File: src/rtl/rr_reg_arbiter_pkg.sv
`timescale 1ns/1ps
`default_nettype none
// rr_reg_arbiter_pkg: shared types and constants for the round-robin register arbiter.
package rr_reg_arbiter_pkg;

    localparam int NREQ_MAX       = 8;
    localparam int TIMEOUT_CYCLES = 8;

    typedef enum logic [1:0] {
        ST_IDLE    = 2'd0,
        ST_GRANT   = 2'd1,
        ST_RELEASE = 2'd2
    } state_e;

    // The pointer resets to the top requester so the scan starts at requester 0.
    function automatic int reset_ptr(input int nreq);
        return nreq - 1;
    endfunction

endpackage
`default_nettype wire

File: src/rtl/rr_reg_arbiter_pick.sv
`timescale 1ns/1ps
`default_nettype none
// rr_pick: combinational rotate-priority encoder; first set req scanning up from ptr+1, wrapping.
module rr_pick
    import rr_reg_arbiter_pkg::*;
#(
    parameter int NREQ = 4,
    parameter int IDXW = $clog2(NREQ)
) (
    input  logic [NREQ-1:0] req_i,
    input  logic [IDXW-1:0] ptr_i,
    output logic            found_o,
    output logic [IDXW-1:0] idx_o
);

    localparam int SW = IDXW + 1;

    logic [SW-1:0]     base;
    logic [SW-1:0]     sum;
    logic [2*NREQ-1:0] dbl;
    logic [NREQ-1:0]   rot;

    always_comb begin
        found_o = 1'b0;
        idx_o   = '0;
        sum     = '0;
        base    = {1'b0, ptr_i} + 1'b1;
        // Bit j of rot is req[(ptr+1+j) mod NREQ]; the lowest set bit wins.
        dbl     = {req_i, req_i} >> base;
        rot     = dbl[NREQ-1:0];
        for (int j = 0; j < NREQ; j++) begin
            if (!found_o && rot[j]) begin
                found_o = 1'b1;
                sum     = base + SW'(j);
                if (sum >= SW'(NREQ)) begin
                    sum = sum - SW'(NREQ);
                end
                idx_o   = sum[IDXW-1:0];
            end
        end
    end

endmodule
`default_nettype wire

File: src/rtl/rr_reg_arbiter.sv
`timescale 1ns/1ps
`default_nettype none
// rr_reg_arbiter: round-robin arbiter committing one requester's data to a shared register.
// Optional macro ARB_TIMEOUT_EN adds a RELEASE timeout, per-requester block mask and timeout_err.
module rr_reg_arbiter
    import rr_reg_arbiter_pkg::*;
#(
    parameter int NREQ  = 4,
    parameter int WIDTH = 4,
    parameter int IDXW  = $clog2(NREQ)
) (
    input  logic                  clk,
    input  logic                  reset,
    input  logic [NREQ-1:0]       req,
    input  logic [NREQ*WIDTH-1:0] wdata,
    output logic [NREQ-1:0]       gnt,
    output logic [WIDTH-1:0]      q,
    output logic                  wr_done,
    output logic [IDXW-1:0]       winner,
`ifdef ARB_TIMEOUT_EN
    output logic                  busy,
    output logic                  timeout_err
`else
    output logic                  busy
`endif
);

    localparam logic [IDXW-1:0] PTR_RST = IDXW'(reset_ptr(NREQ));

    state_e            state_q, state_d;
    logic [NREQ-1:0]   gnt_q, gnt_d;
    logic [WIDTH-1:0]  q_q, q_d;
    logic              wr_done_q, wr_done_d;
    logic [IDXW-1:0]   winner_q, winner_d;
    logic [IDXW-1:0]   ptr_q, ptr_d;
    logic              busy_q;
    logic [WIDTH-1:0]  wsel;
    logic [NREQ-1:0]   pick_req;
    logic              pick_found;
    logic [IDXW-1:0]   pick_idx;

`ifdef ARB_TIMEOUT_EN
    logic [3:0]        tmo_cnt_q, tmo_cnt_d;
    logic [NREQ-1:0]   blk_q, blk_d;
    logic              tmo_err_q, tmo_err_d;

    assign pick_req = req & ~blk_q;
`else
    assign pick_req = req;
`endif

    rr_pick #(
        .NREQ (NREQ),
        .IDXW (IDXW)
    ) u_pick (
        .req_i   (pick_req),
        .ptr_i   (ptr_q),
        .found_o (pick_found),
        .idx_o   (pick_idx)
    );

    always_comb begin
        wsel = '0;
        for (int i = 0; i < NREQ; i++) begin
            if (winner_q == IDXW'(i)) begin
                wsel = wdata[i*WIDTH +: WIDTH];
            end
        end
    end

    always_comb begin
        state_d   = state_q;
        gnt_d     = gnt_q;
        q_d       = q_q;
        wr_done_d = 1'b0;
        winner_d  = winner_q;
        ptr_d     = ptr_q;
`ifdef ARB_TIMEOUT_EN
        tmo_cnt_d = tmo_cnt_q;
        tmo_err_d = tmo_err_q;
        // A blocked requester is released once its req has been seen low.
        blk_d     = blk_q & req;
`endif
        case (state_q)
            ST_IDLE: begin
                gnt_d = '0;
                if (pick_found) begin
                    gnt_d[pick_idx] = 1'b1;
                    winner_d        = pick_idx;
                    state_d         = ST_GRANT;
                end
            end
            ST_GRANT: begin
                gnt_d = '0;
                if (req[winner_q]) begin
                    q_d       = wsel;
                    wr_done_d = 1'b1;
                    ptr_d     = winner_q;
                    state_d   = ST_RELEASE;
`ifdef ARB_TIMEOUT_EN
                    tmo_cnt_d = '0;
`endif
                end else begin
                    state_d = ST_IDLE;
                end
            end
            ST_RELEASE: begin
                if (!req[winner_q]) begin
                    state_d = ST_IDLE;
                end
`ifdef ARB_TIMEOUT_EN
                else if (tmo_cnt_q == 4'(TIMEOUT_CYCLES - 1)) begin
                    state_d         = ST_IDLE;
                    tmo_err_d       = 1'b1;
                    blk_d[winner_q] = 1'b1;
                end else begin
                    tmo_cnt_d = tmo_cnt_q + 4'd1;
                end
`endif
            end
            default: begin
                state_d = ST_IDLE;
                gnt_d   = '0;
            end
        endcase
    end

    always_ff @(posedge clk) begin
        if (reset) begin
            state_q   <= ST_IDLE;
            gnt_q     <= '0;
            q_q       <= '0;
            wr_done_q <= 1'b0;
            winner_q  <= '0;
            ptr_q     <= PTR_RST;
            busy_q    <= 1'b0;
`ifdef ARB_TIMEOUT_EN
            tmo_cnt_q <= '0;
            blk_q     <= '0;
            tmo_err_q <= 1'b0;
`endif
        end else begin
            state_q   <= state_d;
            gnt_q     <= gnt_d;
            q_q       <= q_d;
            wr_done_q <= wr_done_d;
            winner_q  <= winner_d;
            ptr_q     <= ptr_d;
            busy_q    <= (state_d != ST_IDLE);
`ifdef ARB_TIMEOUT_EN
            tmo_cnt_q <= tmo_cnt_d;
            blk_q     <= blk_d;
            tmo_err_q <= tmo_err_d;
`endif
        end
    end

    assign gnt     = gnt_q;
    assign q       = q_q;
    assign wr_done = wr_done_q;
    assign winner  = winner_q;
    assign busy    = busy_q;
`ifdef ARB_TIMEOUT_EN
    assign timeout_err = tmo_err_q;
`endif

endmodule
`default_nettype wire

File: config.mk
export PLATFORM = sky130hd
export DESIGN_NAME = rr_reg_arbiter
export DESIGN_NICKNAME = d
export VERILOG_FILES = /design/src/rtl/rr_reg_arbiter_pkg.sv /design/src/rtl/rr_reg_arbiter_pick.sv /design/src/rtl/rr_reg_arbiter.sv
export SDC_FILE = /design/constraint.sdc
export NUM_CORES = 1
export LEC_CHECK = 0
export ABC_CLOCK_PERIOD_IN_PS = 2000
export CORE_ASPECT_RATIO = 0.75
export CORE_MARGIN = 2
export CORE_UTILIZATION = 41
export CTS_CLUSTER_DIAMETER = 80
export DETAILED_ROUTE_END_ITERATION = 6
export GPL_ROUTABILITY_DRIVEN = 0
export HOLD_SLACK_MARGIN = 0.1
export PLACE_DENSITY_LB_ADDON = 0.25
export SYNTH_ARGS = -nofsm -noshare
export SYNTH_HDL_FRONTEND = slang
export SYNTH_SLANG_ARGS = --single-unit
File: constraint.sdc
create_clock -name clk -period 2 [get_ports clk]
set_input_delay 0.4 -clock clk [delete_from_list [all_inputs] [get_ports clk]]
set_output_delay 0.4 -clock clk [all_outputs]
set_load 0.02 [all_outputs]
# After elaboration in Yosys (flattened, before gate mapping)
# Index checks and enable logic that the tools add are counted.
[word_totals] register_bits=16 input_bits=22 output_inout_bits=12 word_cells=69
[classes] add_sub_neg=8 n_lt_le_gt_ge=7 eq_ne=5 shift=1 mux=27 bitwise_logic=1 reduce_logical=13
[op_table] op="2-bit 2-to-1 mux" n=11
[op_table] op="4-bit 2-to-1 mux" n=5
[op_table] op="3-bit >= comparator, second input constant" n=4
[op_table] op="4-bit case mux with 2 select lines" n=1
[op_table] op="8-bit by 3-bit >> shifter with 4-bit output" n=1
[op_table] op="2-bit by 1-bit subtractor with 2-bit output, second input constant" n=4
[op_table] op="1-bit 2-to-1 mux" n=7
[op_table] op="3-bit by 2-bit adder with 3-bit output, second input constant" n=2
[op_table] op="2-bit equality test, second input constant" n=3
[op_table] op="2-bit by 3-bit < comparator with 1-bit output, second input constant" n=2
[op_table] op="2-bit case mux with 3 select lines" n=1
[op_table] op="2-bit by 1-bit equality test with 1-bit output, second input constant" n=2
[op_table] op="1-bit logical AND" n=4
[op_table] op="2-bit zero test" n=2
[op_table] op="2-bit AND reduction" n=2
[op_table] op="2-bit by 1-bit adder with 3-bit output, second input constant" n=1
[op_table] op="3-bit by 1-bit adder with 3-bit output, second input constant" n=1
[op_table] op="1-bit zero test" n=3
[op_table] op="1-bit binary-select mux with 2-bit select" n=1
[op_table] op="1-bit demux with 2-bit select" n=1
[op_table] op="2-bit by 1-bit >= comparator with 1-bit output, second input constant" n=1
[op_table] op="2-bit nonzero test" n=1
[op_table] op="2-bit OR reduction" n=1
[op_table] op="1-bit inverter" n=1

# Depth between registers and ports, before layout
# Gate-level depths: netlist of the first run.
[logic_depth] depth_word=18 mapped_depth=5 mapped_depth_nobuf=4

# By module
# A second synthesis of the first run with hierarchy kept.
[unflattened] hier_cells=85 hier_area_um2=854.6
[modules_own_cells] module="rr_reg_arbiter" n_inst=1 cells_each=71 area_per_inst_um2=763.2 seq_area_each_um2=320.3
[modules_own_cells] module="rr_pick" n_inst=1 cells_each=14 area_per_inst_um2=91.3 seq_area_each_um2=0.0

# Least setup slack after synthesis of the first run
# Ideal clock, no wire load.
[synth_timing] path_kind="register to register" startpoint="register winner_q[0], in the netlist winner[0]" endpoint="register ptr_q[0]" setup_ns=0.120 arrival_time_ns=1.447 required_ns=1.880 slack_ns=0.433 stages_incl_launch_ff=5 path_buffers=1 synth_period_minus_slack_ns=1.567 path_cell_list="dfxtp_1 buf_4 mux2i_1 o22ai_4 a211o_1"
[synth_via] elab_chain_cells=3
[synth_lines] element="start: declaration" line="rr_reg_arbiter.sv:34" text="logic [IDXW-1:0] winner_q, winner_d;"
[synth_lines] element="start signal: assignment" line="rr_reg_arbiter.sv:147" text="winner_q <= winner_d;"
[synth_lines] element="1-bit binary-select mux with 2-bit select" line="rr_reg_arbiter.sv:95" text="if (req[winner_q]) begin"
[synth_lines] element="1-bit 2-to-1 mux (not written as such)" line="rr_reg_arbiter.sv:95"
[synth_lines] element="2-bit AND reduction (no line)"
[synth_lines] element="end signal: assignment" line="rr_reg_arbiter.sv:148" text="ptr_q <= ptr_d;"
[synth_lines] element="end: declaration" line="rr_reg_arbiter.sv:35" text="logic [IDXW-1:0] ptr_q, ptr_d;"
# Several ways; a longest one is shown, not always the timed one. The select of a mux whose other input is x is not followed.
# A chain may end at the register's enable or synchronous reset.

# Final worst setup path of the first run
[layout_timing] startpoint="register winner_q[1], in the netlist winner[1]" endpoint="output winner[1]"
[layout_lines] element="end: declaration" line="rr_reg_arbiter.sv:19" text="output logic [IDXW-1:0] winner,"
# No word-level cell between the ends.

==> results of run 1 <==
## state kept, by name, indices dropped and copies added, names as in the netlist
register / cells
q: 4
wr_done: 1
busy: 1
winner: 2
gnt: 4
state_q: 2
ptr_q: 2
## tightest hold or removal path, delay by kind of cell, from the launching register on
| family | cells | cell delay, ns |
|---|---|---|
| flip-flops | 1 | 0.32 |
| AO/OA/AOI/OAI | 1 | 0.06 |
| AND/OR/NAND/NOR | 1 | 0.05 |
## final cells by class
class	count	area [um^2]	share of cell area (%)
multi-input cells	60	474	38.2
repair buffers	38	368	29.6
flip-flops and latches	16	322	25.9
inverters	3	11.3	0.907
clock buffers	4	36.3	2.92
well taps	24	30.0	2.42
## path summary, 6_finish.rpt
check | start | endpoint | slack, ns | cells past startpoint
setup / recovery | winner[1] | winner[1] | 0.08 | 1
hold reg to reg | gnt[1] | gnt[1] | 0.47 | 2
setup reg to reg | winner[1] | ptr_q[0] | 0.41 | 4
hold / removal | gnt[1] | gnt[1] | 0.47 | 2
## layer usage
metal	up-vias	global-route usage, %	routed length, um
met5	-	0	0
met4	0	2.86	13
met3	2	6.71	115
met2	23	28.5	922
met1	347	20.0	871
li1	384	-	-
## power by group through the flow
stage               Sequential (mW)  Clock (mW)  Combinational [mW]
finish                        0.393       0.218               0.285
global route                  0.398       0.232               0.305
CTS                           0.393       0.220               0.285
detailed placement            0.400           0               0.283
global placement              0.398           0               0.279
floorplan                     0.405           0               0.158
## kinds of logic after synthesis
logic type	count (synthesis)	synth area share (%)
simple gates	33	20.2
flops	16	38.3
compound gates	14	13.3
mux	12	22.1
buf+inv	7	5.08
xor+xnor	1	1.05
## repair_timing
item,in CTS,in global routing
resized for setup,1,0
setup buffers,0,0
endpoints found under the setup margin,1,0
## metrics by stage
step / instance area, um^2 / instances / TNS, ns / total power, mW / utilization [%]
floorplan: 837 / 83 / 0 / 0.564 / -
global placement: 1200 / 141 / -0.0423 / 0.677 / 61.4
detailed placement: 1200 / 141 / -0.0459 / 0.683 / 61.4
CTS: 1240 / 145 / 0 / 0.899 / 63.3
global route: 1240 / 145 / 0 / 0.935 / 63.3
finish: 1240 / 145 / 0 / 0.895 / 63.3
## cells in the final DEF, fill, tap and decap left out, drive strengths merged, types with 3 or more instances in the layout
master | synthesis | routed
nor3 | 4 | 4
nand2 | 5 | 5
dfxtp | 16 | 16
mux4 | 4 | 4
nand2b | 6 | 6
clkbuf | 0 | 4
o22ai | 6 | 6
buf | 4 | 5
clkdlybuf4s50 | 0 | 33
mux2i | 8 | 8
inv | 3 | 3
nor2 | 12 | 12
==> results.yml, run 1 <==
outcome:
  status: "finished, final reports clean"
global_route:
  grt_pass1_vias: 699
  grt_max_degree: 12
  grt_pass1_wl_um: 3060
  antenna_found_initial: 0
  grt_use_total_pct: 16.6
  grt-ovfl-total: 0
die:
  num_rows: 14
  die_x_um: 56.2
  ioPinCount: 34
  fp.dieH_um: 43.1
  start_util_pct: 42.7
  die_area_mm2: 0.00242
  coreArea_mm2: 0.00196
synth:
  synth.area.top_cells: "dfxtp_1 (38%), mux4_1 (13%), mux2i_1 (9.6%)"
  syn_inst: 83
  yosys.area.top_type: "dfxtp_1"
  synthArstFlopShare_pct: 0
  netlist_area_um2: 837
  synth_common_cells: "dfxtp_1 (16), nor2_1 (11), mux2i_1 (8)"
  synth_edf_count: 0
  yosysSeqAreaShare_pct: 38.3
  synth.most_common_cell: "dfxtp_1"
  ys_ff_latch: 16
  synth_nets: 105
  synth.distinct_cells: 25
  avgSynthCellArea_um2: 10.1
  yosys_warnings: 0
  synth_ff_type: "dfxtp_1"
  synth_top_area_share_pct: 38.3
final_layout:
  fillCellCount: 172
  area_delta_synth_final_pct: 48.3
  final_nets: 144
  antenna_cells: 0
  drive_above_1_share_pct: 12.4
drt:
  drcViolationCount: 0
  drt-total-wl_um: 1920
  vias_per_cell: 5.21
  ant_nets: 0
  first_iter_violations: 32
  avgRoutedWirePerCell_um: 13.3
  first_pass_iters: 4
  num_vias: 756
clock_network:
  htree_levels: 1
  cts_num_sinks: 16
  cts_buffers: 3
  clk_pin_slew_ns: 0.10
  cts_tree: "yes"
  clockRootBuffer: "clkbuf_4"
  cts.path.max_buffers: 2
  cts_hold_buf: 0
  clk_latency_ns: 0.29
power_and_ir_drop:
  power_frac_comb_pct: 31.8
  power.leakage_nw: 0.460
  powerDensity_mw_per_mm2: 721
  p_int_uw: 628
  p_seq_share_pct: 43.9
  swShare_pct: 29.8
  p_sw_uw: 267
  ir_drop_v: 0.000583
  clkPwrFrac_pct: 24.3
timing:
  finalClockSkew_ns: 0.00279
  finalCritPeriodShare_pct: 96.0
  drv_slew: 0
  timing.hold.ws_ns: 0.474
  slew_headroom_pct: 67.8
  max_freq_mhz: 521
  finalSetupViolCount: 0
  period_needed_ns: 1.92
  finalHoldViolCount: 0
  fin_ws_ns: 0.0799
  worst_pin_slew_ns: 0.479
  rsz0062_at_grt: "false"
job:
  drv_cap: 0
critical_path:
  critPathKind: "reg2out"
  arrival_ns: 1.52
  crit_required_ns: 1.60
  cp_top_family: "buffers and inverters"
  cp_slowest_cell: "clkdlybuf4s50_1"
  path_buf_inv: 1
  critPathMaxStageDelay_ns: 0.68
  crit_fanout: 9
  crit_path_end_kind: "output pin"
  critPathLaunchType: "flip-flop"
  worstPathCellList: "clkdlybuf4s50_1"
place:
  port_buffers: 33
  place_ws_ns: -0.0191
  dp_hpwl_um: 1490
worst_hold_path:
  hp-class: "reg2reg"
(Power assumes the default switching activity.)
==> inputs of run 2 (changes only) <==
--- a/config.mk
+++ b/config.mk
@@ -5,7 +5,6 @@
 export SDC_FILE = /design/constraint.sdc
 export NUM_CORES = 1
 export LEC_CHECK = 0
-export ABC_CLOCK_PERIOD_IN_PS = 2000
 export CORE_ASPECT_RATIO = 0.75
 export CORE_MARGIN = 2
 export CORE_UTILIZATION = 41
@@ -13,7 +12,7 @@
 export DETAILED_ROUTE_END_ITERATION = 6
 export GPL_ROUTABILITY_DRIVEN = 0
 export HOLD_SLACK_MARGIN = 0.1
-export PLACE_DENSITY_LB_ADDON = 0.25
+export PLACE_DENSITY = 0.77
 export SYNTH_ARGS = -nofsm -noshare
 export SYNTH_HDL_FRONTEND = slang
 export SYNTH_SLANG_ARGS = --single-unit
==> results.yml, run 2 (synthesis results as in run 1) <==
outcome:
  status: "finished, final reports clean"
place:
  placed_cells: 140
  dp_hpwl_um: 1500
  place_ws_ns: -0.0411
  post_dp_cell_area_mm2: 0.00120
  port_buffers: 33
critical_path:
  arrival_ns: 1.42
  critPathLaunchType: "flip-flop"
  worstPathCellList: "clkdlybuf4s50_1"
  crit_path_end_kind: "output pin"
  crit_required_ns: 1.60
  crit_fanout: 9
  cp_top_family: "buffers and inverters"
  cp_slowest_cell: "clkdlybuf4s50_1"
  critPathKind: "reg2out"
  critPathMaxStageDelay_ns: 0.65
  path_buf_inv: 1
global_route:
  grt_max_degree: 12
  antenna_found_initial: 0
  grt-ovfl-total: 0
  grt_pass1_vias: 770
  grt_pass1_wl_um: 3310
  grt_use_total_pct: 17.9
die:
  die_area_mm2: 0.00242
  coreArea_mm2: 0.00196
  start_util_pct: 42.7
  fp.dieH_um: 43.1
  ioPinCount: 34
  die_x_um: 56.2
  num_rows: 14
timing:
  worst_pin_slew_ns: 0.480
  finalSetupViolCount: 0
  timing.hold.ws_ns: 0.479
  slew_headroom_pct: 67.8
  period_needed_ns: 1.82
  finalHoldViolCount: 0
  finalCritPeriodShare_pct: 90.9
  finalClockSkew_ns: 0.00214
  drv_slew: 0
  max_freq_mhz: 550
  fin_ws_ns: 0.183
  rsz0062_at_grt: "false"
drt:
  first_pass_iters: 4
  ant_nets: 0
  vias_per_cell: 5.34
  drcViolationCount: 0
  num_vias: 769
  avgRoutedWirePerCell_um: 13.4
  drt-total-wl_um: 1940
  first_iter_violations: 6
final_layout:
  drive_above_1_share_pct: 11.7
  fillCellCount: 172
  final_cells: 144
  area_delta_synth_final_pct: 47.4
  most-common-layout-cells: "clkdlybuf4s50_1 (33), dfxtp_1 (15), nor2_1 (11), mux2i_1 (8), nand2b_1 (6)"
  antenna_cells: 0
  fin_area_mm2: 0.00123
  final_nets: 143
  final_common_cell: "clkdlybuf4s50_1"
  final_core_util_pct: 62.9
power_and_ir_drop:
  power.leakage_nw: 0.455
  powerDensity_mw_per_mm2: 718
  ir_drop_v: 0.000548
clock_network:
  cts_setup_buffers: 0
  cts.path.max_buffers: 2
  clk_latency_ns: 0.28
  htree_levels: 1
  clockRootBuffer: "clkbuf_4"
  cts_tree: "yes"
  cts_hold_buf: 0
  clk_pin_slew_ns: 0.09
  cts_buffers: 3
  cts_num_sinks: 16
worst_hold_path:
  hp-class: "reg2reg"
job:
  drv_cap: 0
-- run 2: cell count changes in the layout (fill, tap and decap cells not counted), sizes merged --
cell and delta:
buf -1
-- run 2: repair_timing --
item	CTS	global route
setup endpoints to repair	1	0
endpoints found under the hold margin	0	0
resized for setup	1	0
-- run 2: power by group --
part / leakage [nW] / switching (mW) / total, mW / internal, mW
Combinational: 0.303 / 0.121 / 0.284 / 0.163
Sequential: 0.131 / 0.0375 / 0.389 / 0.352
Clock: 0.0210 / 0.101 / 0.212 / 0.111
Total: 0.455 / 0.260 / 0.885 / 0.626
-- run 2: routing by layer --
metal,part of all wire [%],up-vias,track usage [%],wire length (um)
met1,44,357,19.3,855
met5,0,-,0,0
met2,47,27,31.8,914
li1,-,381,-,-
met3,7.1,4,6.40,137
met4,1.4,0,7.62,28
-- run 2: final timing paths --
kind	endpoint	depth (start not counted)	startpoint	slack, ns
worst min-delay path	gnt[0]	2	gnt[0]	0.48
worst max-delay path	winner[0]	1	winner[0]	0.18
worst max register to register	ptr_q[0]	4	state_q[1]	0.45
worst min register to register	gnt[0]	2	gnt[0]	0.48
-- run 2: worst register-to-register path, delay by kind of cell (launching register included) --
| kind | cells | cell delay [ns] |
|---|---|---|
| compound gates | 2 | 0.54 |
| flops | 1 | 0.43 |
| simple gates | 2 | 0.49 |
-- run 2: layout make-up --
type	instances	area [um^2]	share of cell area, %
multi-input combinational	60	474	38.4
clock buffer	4	36.3	2.94
tap	24	30.0	2.43
sequential	16	322	26.1
timing repair buffer	37	360	29.2
inverter	3	11.3	0.913
-- run 2: per-stage QoR --
stage	TNS (ns)	power (mW)
after floorplan	0	0.564
after global placement	-0.0152	0.673
after detailed placement	-0.0514	0.682
after CTS	0	0.895
after global routing	0	0.936
final	0	0.885
